===== src/rtl/fetch_sequencer.sv =====
// fetch_sequencer: next-PC sequencer with direct-mapped BTB prediction, stall gating and mispredict flush.
module fetch_sequencer #(
    parameter int          BTB_ENTRIES  = 4,
    parameter logic [15:0] RESET_PC     = 16'h0000,
    parameter int          FLUSH_CYCLES = 2
) (
    input  logic        clk,
    input  logic        rst,
    input  logic        stall_in,
    input  logic        mispredict,
    input  logic [15:0] pc_redirect,
    input  logic        btb_wr_en,
    input  logic        btb_wr_taken,
    input  logic [15:0] btb_wr_pc,
    input  logic [15:0] btb_wr_target,
    output logic [15:0] PC_ctrl,
    output logic        en_ctrl,
    output logic        pred_taken,
    output logic        flush,
    output logic [1:0]  state
);
    localparam int IW = $clog2(BTB_ENTRIES);
    localparam int CW = $clog2(FLUSH_CYCLES + 1);
    typedef enum logic [1:0] {IDLE = 2'd0, RUN = 2'd1, FLUSH = 2'd2} state_t;
    state_t st, st_nx;
    logic [15:0] pc_next, pc_nx;
    logic [CW-1:0] flush_cnt, cnt_nx;
    logic [BTB_ENTRIES-1:0] valid;
    logic [15:0] tag [BTB_ENTRIES];
    logic [15:0] tgt [BTB_ENTRIES];
    logic [IW-1:0] idx, widx;
    logic hit;
    assign idx        = pc_next[IW-1:0];
    assign widx       = btb_wr_pc[IW-1:0];
    assign hit        = valid[idx] && tag[idx] == pc_next;
    assign PC_ctrl    = pc_next;
    assign pred_taken = hit;
    assign en_ctrl    = st == RUN && !stall_in && !mispredict;
    assign flush      = st == FLUSH;
    assign state      = st;
    always_comb begin
        st_nx  = st;
        pc_nx  = pc_next;
        cnt_nx = flush_cnt;
        if (mispredict) begin
            st_nx  = FLUSH;
            pc_nx  = pc_redirect + 16'd1;
            cnt_nx = CW'(FLUSH_CYCLES - 1);
        end else if (st == IDLE) begin
            st_nx = RUN;
        end else if (st == RUN) begin
            pc_nx = en_ctrl ? (hit ? tgt[idx] : pc_next + 16'd1) : pc_next;
        end else if (st == FLUSH) begin
            st_nx  = flush_cnt == '0 ? RUN : FLUSH;
            cnt_nx = flush_cnt == '0 ? flush_cnt : flush_cnt - CW'(1);
        end else begin
            st_nx = IDLE;
        end
    end
    always_ff @(posedge clk) begin
        if (rst) begin
            st        <= IDLE;
            pc_next   <= RESET_PC;
            flush_cnt <= '0;
        end else begin
            st        <= st_nx;
            pc_next   <= pc_nx;
            flush_cnt <= cnt_nx;
        end
    end
    // Only valid bits need reset; tag/target are qualified by valid.
    always_ff @(posedge clk) begin
        if (rst) valid <= '0;
        else if (btb_wr_en) valid[widx] <= btb_wr_taken;
    end
    always_ff @(posedge clk) begin
        if (!rst && btb_wr_en && btb_wr_taken) begin
            tag[widx] <= btb_wr_pc;
            tgt[widx] <= btb_wr_target;
        end
    end
endmodule


===== config.mk =====
export PLATFORM = sky130hd
export DESIGN_NAME = fetch_sequencer
export DESIGN_NICKNAME = d
export VERILOG_FILES = /design/src/rtl/fetch_sequencer.sv
export SDC_FILE = /design/constraint.sdc
export NUM_CORES = 1
export LEC_CHECK = 0
export CAP_MARGIN = 40
export CELL_PAD_IN_SITES_DETAIL_PLACEMENT = 1
export CELL_PAD_IN_SITES_GLOBAL_PLACEMENT = 1
export CORE_UTILIZATION = 57
export DETAILED_ROUTE_END_ITERATION = 16
export DONT_BUFFER_PORTS = 1
export PLACE_DENSITY = 0.83
export SLEW_MARGIN = 20
export SYNTH_ARGS = -nofsm -noshare
export SYNTH_HDL_FRONTEND = slang
export SYNTH_SLANG_ARGS = --single-unit

===== constraint.sdc =====
create_clock -name clk -period 8.1 [get_ports clk]
set_clock_uncertainty 0.05 [all_clocks]
set_input_delay 1.215 -clock clk [delete_from_list [all_inputs] [get_ports clk]]
set_output_delay 1.215 -clock clk [all_outputs]
set_load 0.01 [all_outputs]

* Yosys cells after proc, flatten, opt, wreduce, memory -nomap -nowiden
Memory sizes are Yosys's and may differ from the RTL's. A register that Yosys moved wholly into a read port is not among the register bits. Index checks and enable logic that the tools add are counted.
Operators by class: $add $sub $neg 3, equality and inequality tests 8, reduce and logical (&&, ||, !) cells 18, bitwise logic cells 3, mux-type cells 26, magnitude comparators 3
Operator list (count):
- $mux 16 | 5
- $add 16x1->16 const B | 2
- $mux 2 | 9
- $eq 16x16->1 | 1
- $mux 1 | 9
- $ne 2x2->1 const B | 4
- $reduce_and 4->1 | 2
- $logic_and 1x1->1 | 6
- $lt 2x3->1 const B | 2
- $reduce_bool 2->1 | 3
- $bwmux 4 | 1
- $logic_not 2->1 | 2
- $logic_not 1->1 | 3
- $ne 3x3->1 const B | 1
- $not 1->1 | 3
- $reduce_and 3->1 | 1
- $bmux 1 s2 | 1
- $demux 1 s2 | 1
- $eq 2x1->1 const B | 1
- $eq 2x2->1 const B | 1
- $ge 2x1->1 const B | 1
- $reduce_or 2->1 | 1
- $sub 2x1->2 const B | 1
Word-level totals: output and inout bits 21, logic and storage cells 69, bits of input ports 54, memories 2, memory bits (writable) 128, flip-flop bits (word level) 24
Memory list:
- tag | depth 4, width 16, read ports 1, clocked after Yosys merged registers in 1, wr ports 1, RTL line 29 | logic [15:0] tag [BTB_ENTRIES];
- tgt | depth 4, width 16, read ports 1, clocked after Yosys merged registers in 1, wr ports 1, RTL line 30 | logic [15:0] tgt [BTB_ENTRIES];

* Depth between registers and ports, before layout
word-level depth 10, mapped depth 11, gate-level depth less buffers 7

* Least setup slack after synthesis
OpenSTA, ideal clock, no wires.
kind input-to-reg, start input rst, end memory tag[0][0] (enable), cell stages on the path 2, path buffers 0, required time 7589 ps, library setup time 461 ps, arrival 3646 ps, slack 3943 ps, cell sequence nand2b_1 nor3_1
On the way: longest elaborated chain between the ends 5
Ends and longest elaborated chain:
- from (decl) | RTL line 8 | input logic rst,
- $logic_not 1->1 | RTL line 77 | if (!rst && btb_wr_en && btb_wr_taken) begin
- $logic_and 1x1->1 (2 in series) | RTL line 77
- $mux 1 | RTL line 77
- $mux 1 (implied by the code) | RTL line 78 | tag[widx] <= btb_wr_pc;
- to (decl) | RTL line 29
Every way passes these cells.

==> key figures <==
Clock network
  – CTS tree: done
  – Postcts setup bufs: 0
  – Clock buffer count from CTS: 17
  – Htree depth: 4
  – Clock buffer depth: 2
  – Gates resized, CTS repair: 0
  – Clock latency on the worst-skew pair: around 0.43 ns
  – Worst-path clk slew: 0.06 ns
  – Hold-fix buffer count after cts: 0
  – Clk sinks: 154
  – CTS root buf: clkbuf_16

Logic synthesis
  – Cell taking the most area after synthesis: edfxtp_1
  – Sequential cell area fraction in the yosys report: 65.9%
  – EDFF count, synth: 128
  – Compound-Gate Fraction of Synth Area: 4.61%
  – Synthesized net count: about 460
  – Yosys reg bits: 154
  – Yosys Warn Count: 0
  – Simple-Gate Fraction of Synth Area: under 10%
  – Cell with the most instances after synthesis: edfxtp_1
  – Area share of xor/xnor cells in the synthesized design: 5.69%
  – Synth top area cells: edfxtp_1, mux4_2, dfxtp_1, mux2i_1, xnor2_1
  – Ys flop type: edfxtp_1
  – Commonest cells in the netlist: edfxtp_1, mux4_2, dfxtp_1
  – Post-synthesis mux area share: 13.9%
  – Mapped Area: approximately 0.0066 mm²
  – Synth Area in Adders: 0.567%
  – Largest family of logic cells by synthesized area: multiplexers
  – Unique masters post-synth: 45
  – Cells after Synth: 405
  – Yosys top cell area share: just under 60%
  – Asr flop ratio synth: 0%
  – Syn Area/Cell: 16.4 µm²

Min path
  – Worst Hold Path Cells: 2
  – Hold Crit Class: flop to flop

STA
  – Post-layout min period: roughly 4.1 ns
  – Final WS setup: 4.00 ns
  – Final TNS setup: 0 ns
  – RSZ-0062 raised after global routing: false
  – Worst hold slack: 0.444 ns
  – Final Slew Violations: 0
  – Final setup violating endpoints: 0
  – Slew @ Worst Pin: 0.669 ns
  – Worst rel slew slack: 55.3%
  – FMAX: 0.244 GHz
  – Final hold viol count: 0
  – Tcrit/Tclk final: 50.6%

Floorplan
  – Initial core utilization: ~60%
  – Core Box Area: 0.0111 mm²
  – Die area: 0.0121 mm²
  – Die Ht: 110 µm
  – # IOs: 75
  – Die width: 110 µm
  – Cell Rows: 38

Route
  – Routed Antenna Nets: 0
  – Vias: 3706
  – Initial DRC count: 204
  – Pre-antenna DRT Iters: 4
  – Remaining DRCs: 0
  – Routed vias/inst: ~6.6
  – Total Wirelength: 15200 µm
  – DR WL/cell: around 27 µm

Setup path
  – CP top delay family: multiplexers
  – Cell depth of the worst setup path: 6
  – Slowest stage delay, CP: 0.65 ns
  – Setup CP Type: flop to primary output
  – Critical path buffers and inverters: 1
  – Slowest cell on the critical path: mux4_1
  – CP Max Fanout: 24
  – CP Data Arrival Time: about 2.8 ns
  – Startpoint Class: flop
  – CP Capture Type: primary output
  – R2r worst-path depth: 9
  – CP required: 6.84 ns
  – Critical Path, Cell by Cell: buf_4 > mux4_1 > xnor2_1 > nand4_1 > nor2_1 > and4_2
  – R2R setup slack: 4.50 ns

Final layout
  – Post-Layout Cell Count: 561
  – Post-route cell area: 0.00729 mm²
  – Final core occ: 65.8%
  – Layout Nets: 466
  – ANT cells: 0
  – Layout cells sized above 1: 16.6%
  – Synthesis-to-finish area growth: 10.1%

Power and ir drop
  – Leakage power: 2.40 nW
  – Total power: 1.70 mW
  – Pwr/cell area: 234 mW/mm²
  – Max IR drop VDD: 0.191 mV

GRT
  – Congestion Overflow GR: 0
  – Vias in the first global route: roughly 4000
  – First-pass GRT wire length: between 20000 and 25000 µm
  – GRT Resource Usage Total: 27.5%
  – Largest net degree at the start of global routing: 33
  – Antenna violations before repair: 0

Placement
  – Detailed placer's ending HPWL: between 9000 and 10000 µm
  – Routability cong.: 0.765
  – Placed cell areas: 0.00678 mm²
  – Placed Cells: 530
  – Port bufs: 0
  – Pre-CTS setup slack: 4.41 ns

Run status
  – Outcome: finished clean

Job
  – Max Cap Viol: 0
cell usage in the layout, fill, tap and decap left out, types with 6 or more instances in the layout:
cell,instances
edfxtp_1,128
mux4_2,27
dfxtp_1,25
xnor2_1,24
mux2i_1,21
xor2_1,19
nor2_1,18
clkbuf_16,17
nand2_1,14
nand3_1,12
o21bai_1,9
a221oi_1,9
nand4_1,6
a21oi_1,6
sequential cells by signal, indices dropped and copies added, names as in the netlist, named ones only:
signal     flops
tag           64
tgt           64
PC_ctrl       16
valid          4
flush_cnt      2
state          2
worst register-to-register path, stage by stage, from the launching register on:
cell	delay, ns
dfxtp_2	0.52
buf_4	0.48
mux4_1	0.66
xnor2_1	0.15
nand4_1	0.14
nor2_1	0.17
nand4_1	0.48
buf_8	0.36
mux2i_1	0.14
a221oi_1	0.34
kinds of logic (layout without fill, tap and decap cells):
| family | Yosys count | count (layout) |
|---|---|---|
| buffers and inverters | 25 | 41 |
| and+or+nand+nor | 86 | 86 |
| xor gates and xnor gates | 43 | 43 |
| adders and majority gates | 3 | 3 |
| DFF | 154 | 154 |
| muxes | 52 | 52 |
| AOI/OAI and AO/OA | 42 | 42 |
final timing paths:
path	end	start
worst max-delay path	pred_taken	flop
worst min-delay path	valid[0]	valid[0]
worst max register to register	PC_ctrl[11]	flop
worst min register to register	valid[0]	valid[0]
per-layer routing:
layer | routed length (µm) | up-vias | GRT usage, %
met5 | 0 | - | 0
met4 | 380 | 0 | 13.7
met3 | 1250 | 37 | 10.7
met2 | 7660 | 144 | 45.0
met1 | 5870 | 1931 | 31.5
li1 | - | 1594 | -
where the power goes:
part           internal, mW  switching, mW  leakage [nW]
Combinational        0.0491         0.0479         0.797
Sequential            0.880         0.0283          1.37
Clock                 0.389          0.310         0.234
area by class of cell:
type                    instances  area [µm²]
clock buffers                  21         440
clock inverters                10        72.6
fillers                       974        3790
inverters                       2        7.51
multi-input cells             226        2130
flip-flops and latches        154        4370
well taps                     140         175
repair buffers                  8         100
Power figures use the tool's default switching activity.
